### config.mk
export PLATFORM = sky130hd
export DESIGN_NAME = scene_read_arbiter
export DESIGN_NICKNAME = d
export VERILOG_FILES = /design/src/rtl/scene_read_arbiter_pkg.sv /design/src/rtl/scene_read_arbiter_rr_arbiter.sv /design/src/rtl/scene_read_arbiter.sv
export SDC_FILE = /design/constraint.sdc
export NUM_CORES = 1
export LEC_CHECK = 0
export CORE_AREA = 2 2 110 112
export DETAILED_ROUTE_END_ITERATION = 8
export DIE_AREA = 0 0 112 114
export PLACE_DENSITY = 0.78
export SETUP_SLACK_MARGIN = 0.5
export SYNTH_ARGS = -nofsm -noshare
export SYNTH_HDL_FRONTEND = slang
export SYNTH_SLANG_ARGS = --single-unit
### constraint.sdc
create_clock -name clk_100mhz -period 5.8 [get_ports clk_100mhz]
set_input_delay 1.45 -clock clk_100mhz [delete_from_list [all_inputs] [get_ports clk_100mhz]]
set_output_delay 1.45 -clock clk_100mhz [all_outputs]
set_load 0.03 [all_outputs]
### src/rtl/scene_read_arbiter_pkg.sv
// Shared processor types for the scene read path plus the read-tag types the arbiter carries.
package scene_read_arbiter_pkg;

    localparam int LIGHT_ADDR_WIDTH    = 6;
    localparam int GEOMETRY_ADDR_WIDTH = 10;
    localparam int LIGHT_WIDTH         = 24;
    localparam int GEOMETRY_WIDTH      = 32;

    typedef logic [LIGHT_ADDR_WIDTH-1:0]    LightAddr;
    typedef logic [GEOMETRY_ADDR_WIDTH-1:0] GeometryAddr;
    typedef logic [LIGHT_WIDTH-1:0]         Light;

    // Tags are sized for the largest supported requester count.
    localparam int MAX_REQ   = 8;
    localparam int REQ_IDX_W = $clog2(MAX_REQ);

    typedef logic [REQ_IDX_W-1:0] ReqIdx;

    typedef struct packed {
        logic  valid;
        ReqIdx idx;
    } ReadTag;

    function automatic ReqIdx onehot_to_idx(input logic [MAX_REQ-1:0] onehot);
        ReqIdx idx;
        idx = '0;
        for (int i = 0; i < MAX_REQ; i++) begin
            if (onehot[i]) idx = ReqIdx'(i);
        end
        return idx;
    endfunction

endpackage

### src/rtl/scene_read_arbiter_rr_arbiter.sv
// Round-robin arbiter: one-hot grant to the first valid at or after ptr, ptr advances past the winner.
module rr_arbiter #(
    parameter int NUM_REQ = 4,
    localparam int IDX_W  = $clog2(NUM_REQ)
) (
    input  logic               clk,
    input  logic               rst,
    input  logic [NUM_REQ-1:0] valid,
    input  logic               enable,
    output logic [NUM_REQ-1:0] grant,
    output logic [IDX_W-1:0]   ptr
);

    logic [IDX_W-1:0] ptr_next;
    logic [IDX_W-1:0] cand;
    logic             found;
    int               pos;

    always_comb begin
        grant    = '0;
        ptr_next = ptr;
        found    = 1'b0;
        cand     = '0;
        pos      = 0;
        for (int k = 0; k < NUM_REQ; k++) begin
            pos = int'(ptr) + k;
            if (pos >= NUM_REQ) pos = pos - NUM_REQ;
            cand = IDX_W'(pos);
            if (enable && !found && valid[cand]) begin
                grant[cand] = 1'b1;
                found       = 1'b1;
                ptr_next    = (pos == NUM_REQ - 1) ? '0 : IDX_W'(pos + 1);
            end
        end
    end

    always_ff @(posedge clk or posedge rst) begin
        if (rst) ptr <= '0;
        else     ptr <= ptr_next;
    end

endmodule

### src/rtl/scene_read_arbiter.sv
// Shares the light and geometry read ports among NUM_REQ requesters and routes fixed-latency responses back.
// Optional stall statistics are built only when SCENE_ARB_STATS_EN is defined.
module scene_read_arbiter
    import scene_read_arbiter_pkg::*;
#(
    parameter int NUM_REQ      = 4,
    parameter int READ_LATENCY = 2
) (
    input  logic                      clk_100mhz,
    input  logic                      rst,
    input  logic                      mem_ready,
    input  logic [NUM_REQ-1:0]        lreq_valid,
    input  LightAddr                  lreq_addr [NUM_REQ],
    output logic [NUM_REQ-1:0]        lreq_ready,
    input  logic [NUM_REQ-1:0]        greq_valid,
    input  GeometryAddr               greq_addr [NUM_REQ],
    output logic [NUM_REQ-1:0]        greq_ready,
    output LightAddr                  light_read_addr,
    output GeometryAddr               geometry_read_addr,
    input  Light                      cur_light,
    input  logic [GEOMETRY_WIDTH-1:0] cur_geo,
    output logic [NUM_REQ-1:0]        lrsp_valid,
    output logic [NUM_REQ-1:0]        grsp_valid,
    output Light                      rsp_light,
    output logic [GEOMETRY_WIDTH-1:0] rsp_geo,
    output logic                      busy,
    output logic [31:0]               lstall_cnt,
    output logic [31:0]               gstall_cnt
);

    localparam int IDX_W = $clog2(NUM_REQ);

    logic [IDX_W-1:0] lptr, gptr;
    ReqIdx            lidx, gidx;
    LightAddr         lheld;
    GeometryAddr      gheld;
    ReadTag           lpipe [READ_LATENCY];
    ReadTag           gpipe [READ_LATENCY];

    rr_arbiter #(.NUM_REQ(NUM_REQ)) u_light_arb (
        .clk    (clk_100mhz),
        .rst    (rst),
        .valid  (lreq_valid),
        .enable (mem_ready),
        .grant  (lreq_ready),
        .ptr    (lptr)
    );

    rr_arbiter #(.NUM_REQ(NUM_REQ)) u_geo_arb (
        .clk    (clk_100mhz),
        .rst    (rst),
        .valid  (greq_valid),
        .enable (mem_ready),
        .grant  (greq_ready),
        .ptr    (gptr)
    );

    assign lidx = onehot_to_idx(MAX_REQ'(lreq_ready));
    assign gidx = onehot_to_idx(MAX_REQ'(greq_ready));

    // Granted address goes out combinationally; otherwise the last granted one is held.
    always_comb begin
        light_read_addr    = lheld;
        geometry_read_addr = gheld;
        for (int i = 0; i < NUM_REQ; i++) begin
            if (lreq_ready[i]) light_read_addr    = lreq_addr[i];
            if (greq_ready[i]) geometry_read_addr = greq_addr[i];
        end
    end

    always_ff @(posedge clk_100mhz or posedge rst) begin
        if (rst) begin
            lheld <= '0;
            gheld <= '0;
            for (int i = 0; i < READ_LATENCY; i++) begin
                lpipe[i] <= '0;
                gpipe[i] <= '0;
            end
        end else begin
            if (|lreq_ready) lheld <= light_read_addr;
            if (|greq_ready) gheld <= geometry_read_addr;
            lpipe[0] <= '{valid: |lreq_ready, idx: lidx};
            gpipe[0] <= '{valid: |greq_ready, idx: gidx};
            for (int i = 1; i < READ_LATENCY; i++) begin
                lpipe[i] <= lpipe[i-1];
                gpipe[i] <= gpipe[i-1];
            end
        end
    end

    always_comb begin
        lrsp_valid = '0;
        grsp_valid = '0;
        busy       = 1'b0;
        if (lpipe[READ_LATENCY-1].valid) lrsp_valid = NUM_REQ'(1) << lpipe[READ_LATENCY-1].idx;
        if (gpipe[READ_LATENCY-1].valid) grsp_valid = NUM_REQ'(1) << gpipe[READ_LATENCY-1].idx;
        for (int i = 0; i < READ_LATENCY; i++) begin
            busy = busy | lpipe[i].valid | gpipe[i].valid;
        end
    end

    assign rsp_light = cur_light;
    assign rsp_geo   = cur_geo;

    // The requester sitting at the pointer always has top priority when memory is readable.
    always @(posedge clk_100mhz) begin
        if (!rst && mem_ready && lreq_valid[lptr]) assert (lreq_ready[lptr]);
        if (!rst && mem_ready && greq_valid[gptr]) assert (greq_ready[gptr]);
    end

`ifdef SCENE_ARB_STATS_EN
    logic [31:0] lstall_q, gstall_q;

    always_ff @(posedge clk_100mhz or posedge rst) begin
        if (rst) begin
            lstall_q <= '0;
            gstall_q <= '0;
        end else begin
            if (|lreq_valid && !(|lreq_ready) && lstall_q != '1) lstall_q <= lstall_q + 32'd1;
            if (|greq_valid && !(|greq_ready) && gstall_q != '1) gstall_q <= gstall_q + 32'd1;
        end
    end

    assign lstall_cnt = lstall_q;
    assign gstall_cnt = gstall_q;
`else
    assign lstall_cnt = '0;
    assign gstall_cnt = '0;
`endif

endmodule

==> summary.txt <==
Run status
  – Status: finished clean

GRT
  – Initial antenna violation count: 0
  – Largest net degree at the start of global routing: 33
  – Gr ovfl total: 0
  – First-pass GRT wire length: between 15 and 20 mm
  – GRT Total Usage: 15.3%
  – Vias in the first global route: 3200

Critical path
  – Crit-path cells: clkbuf_2 -> mux4_2 -> and3_4 -> a31o_1 -> a221o_1 -> buf_2 -> a32o_1 -> a221o_1 -> buf_4
  – Worst reg-to-reg setup slack: ~2000 ps
  – Max incr delay on CP: 520 ps
  – Worst r2r src: u_light_arb.ptr[1]$_DFFE_PP0P_
  – FF-to-FF End: lpipe[7]$_DFF_PP0_
  – Required @ worst endpoint: 4350 ps
  – Crit path max-delay family: compound AO/OA/AOI/OAI gates
  – Reg2Reg Depth: 11
  – Worst Path Arrival: 3760 ps
  – Crit path to: geometry_read_addr[9]
  – Crit Path Max Fanout: 5
  – Critical-path top delay cell: mux4_2
  – Critical path class: in -> out
  – Critical Path Sink Type: output port
  – Worst setup SP type: primary input
  – Most used cell, CP: a221o_1
  – Stages on the worst setup path: 9
  – Crit path from: greq_valid[2]
  – Buf/Inv on CP: 3

Floorplanning
  – Die area: 12800 sq um
  – Chip width: between 100 and 150 um
  – # rows: 40
  – Core Area: 11700 sq um
  – Die height: about 110 um
  – I/O Pins: approximately 280
  – Starting Density: 32.2%

STA
  – Worst hold margin: 352 ps
  – TNS Setup: 0 ps
  – Final Slew Violations: 0
  – Skew final: 4.98 ps
  – Endpoints failing hold: 0
  – Max Freq: between 150 and 200 MHz
  – Tmin final: 5210 ps
  – Final period util: 89.9%
  – Endpoints failing setup: 0
  – RSZ-0062 raised after global routing: no

Final layout
  – Final Instance Count excl. Fillers: ~640
  – Share of cells above drive strength 1: 27.5%
  – Diode count: 0
  – Layout Nets: approximately 640
  – Footprint of the multi-input gates: 2370 sq um
  – Post-route cell area: around 5000 sq um
  – FILL cells: roughly 1.2k
  – Register area: approximately 800 sq um
  – Area Overhead vs Synth: 30.4%

Yosys
  – Synth top area cells: buf_4 (24%), dfrtp_1 (21%), a221o_1 (6.1%)
  – Top cell type's share of synthesized area: a little under a quarter
  – Synthesized area per cell: roughly 9.0 sq um
  – Most instantiated cells after synthesis: buf_4 (120), dfrtp_1 (32), a221o_1 (23)
  – Simple-Gate Fraction of Synth Area: 15.4%
  – Register area share after synthesis: 21.3%
  – Synth Register Bits: 32
  – YS warnings: 0
  – Xor and xnor area share after synthesis: 0%
  – Post-Synth Adder-Cell Area: 4.65%
  – Netlist cell types: 56
  – Mux contribution to synthesized area: a little under an eighth
  – Leading area contributor after synthesis: buf_4
  – Most frequent cell after synthesis: buf_4
  – Syn Inst Count: between 400 and 500
  – Ys flop type: dfrtp_1
  – Syn Std Cell Area: 3770 sq um
  – FFs w/ async S/R, synth: 100%
  – Largest family of logic cells by synthesized area: buffers and inverters
  – Number of synthesized flops with an enable pin: 0
  – Compound-Gate Fraction of Synth Area: 19.2%

Place
  – DP Area: 4460 sq um
  – GP Congestion: roughly 1
  – Number of port buffers: about 110
  – Dpl hpwl: 7.69 mm
  – Inst Count DP: 618

Clock tree
  – H-tree depth: 2
  – CTS tree: yes
  – CTS Buf Count: 5
  – Worst-Skew Late Latency: 270 ps
  – Max Root-Sink Buffers: 2
  – Clk slew on worst S/H paths: 60 ps
  – CTS root buffer: clkbuf_16
  – CTS sink cnt: 32

Pwr
  – Pwr dens: 706 nW/um^2
  – Peak VDD IR: about 440 uV
  – Leak Pwr: 2.19 nW

Run
  – Max-cap check violation count: 0

Drt
  – Vias per cell: 5.08
  – Via Count: about 3.3k
  – 1st-pass router iterations: 4
  – WL per Instance: 16.2 um
  – DRT iter0 DRCs: between 100 and 150
  – Antenna viol nets, final: 0
  – DRC viols: 0
  – Drt total wl: 10.4 mm

Hold path
  – Worst min-delay path class: reg -> reg
  – HP Start: lpipe[5]$_DFF_PP0_
## registers in the layout, indices dropped and copies added (netlist names)
name             cells
gheld               10
u_light_arb.ptr      2
gpipe                6
lpipe                6
lheld                6
u_geo_arb.ptr        2
## worst min path at each step
stage,to,slack [ps],cells past startpoint
after floorplan,gpipe[0]$_DFF_PP0_,330,0
after global placement,gpipe[1]$_DFF_PP0_,340,0
after detailed placement,lpipe[0]$_DFF_PP0_,340,0
after CTS,lpipe[0]$_DFF_PP0_,360,0
after global routing,lpipe[0]$_DFF_PP0_,360,0
final,lpipe[1]$_DFF_PP0_,350,0
## placed cells by master (no fill, tap or decap), drive strengths merged, types with 13 or more instances in the layout
master          n
dfrtp          32
nor2           16
o22ai          15
clkdlybuf4s50  79
and2           22
ha             14
conb           64
buf            57
a221o          23
and3           13
nand2          19
mux2           15
## per-stage QoR
stage	utilization, %	setup WS (ps)	total power, mW
final	41.9	587	3.47
after global routing	41.9	502	3.69
after CTS	41.8	498	3.42
after detailed placement	38.1	79.6	2.81
after global placement	38.1	169	2.75
after floorplan	-	479	2.16
## where the power goes
group | switching, mW | internal (mW) | leakage (nW)
Sequential | 0.0957 | 0.341 | 0.392
Combinational | 1.45 | 1.28 | 1.71
Clock | 0.0929 | 0.202 | 0.0808
## metal layers
metal / track usage, % / vias up / share of wire (%)
met1: 18.7 / 1583 / 40
li1: - / 1500 / -
met2: 27.0 / 140 / 51
met5: 0 / - / 0
met3: 2.87 / 32 / 6.6
met4: 5.69 / 0 / 2.1
## area by class of cell
| type | instances | area share, % |
|---|---|---|
| clock buffer | 6 | 2.62 |
| tap | 147 | 3.75 |
| multi-input combinational | 299 | 48.2 |
| clock inverter | 2 | 0.713 |
| timing repair buffer | 144 | 27.4 |
| inverter | 11 | 0.994 |
| sequential | 32 | 16.4 |
## repair_timing
action,in CTS,in global routing
gates cloned,1,1
hold buffers,0,0
pin swaps,13,8
resized for setup,58,26
endpoints found under the setup margin,23,18
setup buffers,10,3
## logic make-up after synthesis
kind of cell	Yosys count
AOI/OAI and AO/OA	86
other	1
and+or+nand+nor	102
adders and majority gates	14
DFF	32
buffers and inverters	151
muxes	32
Power figures use the tool's default switching activity.
==> variant: new RTL, same flow settings <==
The parameter `READ_LATENCY` goes from 2 to 1.
--- a/src/rtl/scene_read_arbiter.sv
+++ b/src/rtl/scene_read_arbiter.sv
@@ -4,7 +4,7 @@
     import scene_read_arbiter_pkg::*;
 #(
     parameter int NUM_REQ      = 4,
-    parameter int READ_LATENCY = 2
+    parameter int READ_LATENCY = 1
 ) (
     input  logic                      clk_100mhz,
     input  logic                      rst,
Formal check against the unedited RTL: not equivalent (a bounded check fails within 4 cycles, from zero or initial values and one cycle with rst high).
==> variant against the original RTL <==
  * Design area down 3.6%
  * Cell count down 0.94%
  * Global-route usage up 0.23 points
  * Count of clock-buffer cells in the layout down 3
  * Sequential cell count down 6
  * Via count up 2.8%
  * Synthesized area down 3.9%
  * Setup slack worse by 0.045 ns
  * First-iteration DRC count up 69%
  * Highest routed layer unchanged
  * Maximum frequency down 0.86%
  * Wire length up 9.8%
  * Total power about the same
  * Largest cell class unchanged
==> variant: results (changes against the original RTL) <==
{| class="wikitable"
! Metric !! Value
|-
| R2r setup slk || 2.45 ns (was 2.02 ns)
|-
| Outcome || finished clean (unchanged)
|-
| Via/cell ratio || 5.27 (was 5.08)
|-
| Mean instance size in the synthesized netlist || 8.50 um^2 (was 9.01 um^2)
|-
| Commonest cells post-synth || 120 x buf_4, 26 x dfrtp_1, 25 x o22ai_1 (was 120 x buf_4, 32 x dfrtp_1, 23 x a221o_1)
|-
| Worst slack after detailed placement || 0.0761 ns (was 0.0796 ns)
|-
| Hold crit path type || flip-flop to flip-flop (unchanged)
|-
| Static leakage || 0.00206 uW (was 0.00219 uW)
|-
| CP Max Fanout || 6 (was 5)
|-
| Routed wirelength normalized by instance count || 17.9 um (was 16.2 um)
|-
| Global-route wire length before repair || 16.2 mm (was 16.0 mm)
|-
| Main area contributors after synthesis || buf_4 25%, dfrtp_1 18%, mux2i_1 6.1% (was buf_4 24%, dfrtp_1 21%, a221o_1 6.1%)
|-
| Last weighted congestion value of the routability-driven placer || 0.878 (was 0.977)
|-
| Post-synthesis cell type count || 54 (was 56)
|-
| Number of DRC markers after the initial detailed-route iteration || 198 (was 117)
|-
| Sw frac || 50.7% (was 47.4%)
|-
| Placed cell count || 616 (was 618)
|-
| Vias || 3346 (was 3255)
|-
| Fraction of post-synthesis cell area in the top cell type by area || 24.9% (was 23.9%)
|-
| Largest net degree at the start of global routing || 27 (was 33)
|-
| Largest voltage drop on the vdd net || 0.395 mV (was 0.437 mV)
|-
| Number of fillers in the final layout || 1165 (unchanged)
|-
| # port buffers || 107 (unchanged)
|-
| Max frequency || 190 MHz (was 192 MHz)
|-
| WP data arrival || 3.81 ns (was 3.76 ns)
|-
| Nets || 634 (was 638)
|-
| Total of cells resized after clock tree synthesis || 33 (was 58)
|-
| Overall fraction of global-route tracks in use || 15.6% (was 15.3%)
|-
| Placed wire-length estimate || 8.11 mm (was 7.69 mm)
|-
| Post-Route Skew || 0.00717 ns (was 0.00498 ns)
|}
==> variant: worst paths after layout <==
check / startpoint / to / cells past startpoint
worst max-delay path: greq_valid[3] / geometry_read_addr[4] / 9
worst min-delay path: gheld[6]$_DFFE_PP0P_ / gheld[6]$_DFFE_PP0P_ / 2
worst max register to register: u_light_arb.ptr[0]$_DFFE_PP0P_ / lheld[4]$_DFFE_PP0P_ / 10
worst min register to register: gheld[6]$_DFFE_PP0P_ / gheld[6]$_DFFE_PP0P_ / 2
max in group asynchronous: rst / u_geo_arb.ptr[0]$_DFFE_PP0P_ / 2
min in group asynchronous: rst / u_geo_arb.ptr[1]$_DFFE_PP0P_ / 2
==> variant: power groups by stage <==
stage	Sequential, uW	Combinational, uW	Clock, uW
2_1_floorplan	330	1780	0
3_3_place_gp	365	2280	0
3_5_place_dp	370	2320	0
4_1_cts	368	2560	217
5_1_grt	385	3050	225
6_report	373	2890	211
==> variant: area by class of cell <==
cell class                 instances  area share (%)
multi-input combinational        302            51.3
timing repair buffer             135            27.2
sequential                        26            13.8
tap                              147            3.88
inverter                          21            1.66
clock buffer                       3            1.59
clock inverter                     1           0.634
==> variant: per-layer routing <==
layer	track usage, %	part of all wire, %
met4	5.12	2.9
met1	19.1	38
met5	0	0
met2	26.1	49
met3	4.73	10
==> variant: cell families (layout without fill, tap and decap cells) <==
kind of cell,count (synthesis),in the layout,share of synthesized area [%]
buf+inv,164,160,30.9
compound gates,99,99,21.5
simple gates,90,93,13.7
mux,32,32,11.1
flops,26,26,18.0
fa+ha+maj,14,14,4.84
other cells,1,64,0.104
==> variant: critical path, stage by stage <==
cell             delay, ns
clkdlybuf4s15_1       0.22
mux4_2                0.54
and2_4                0.17
a32o_2                0.24
a221oi_4              0.22
inv_2                 0.11
or3_4                 0.46
o22ai_1               0.20
buf_4                 0.19
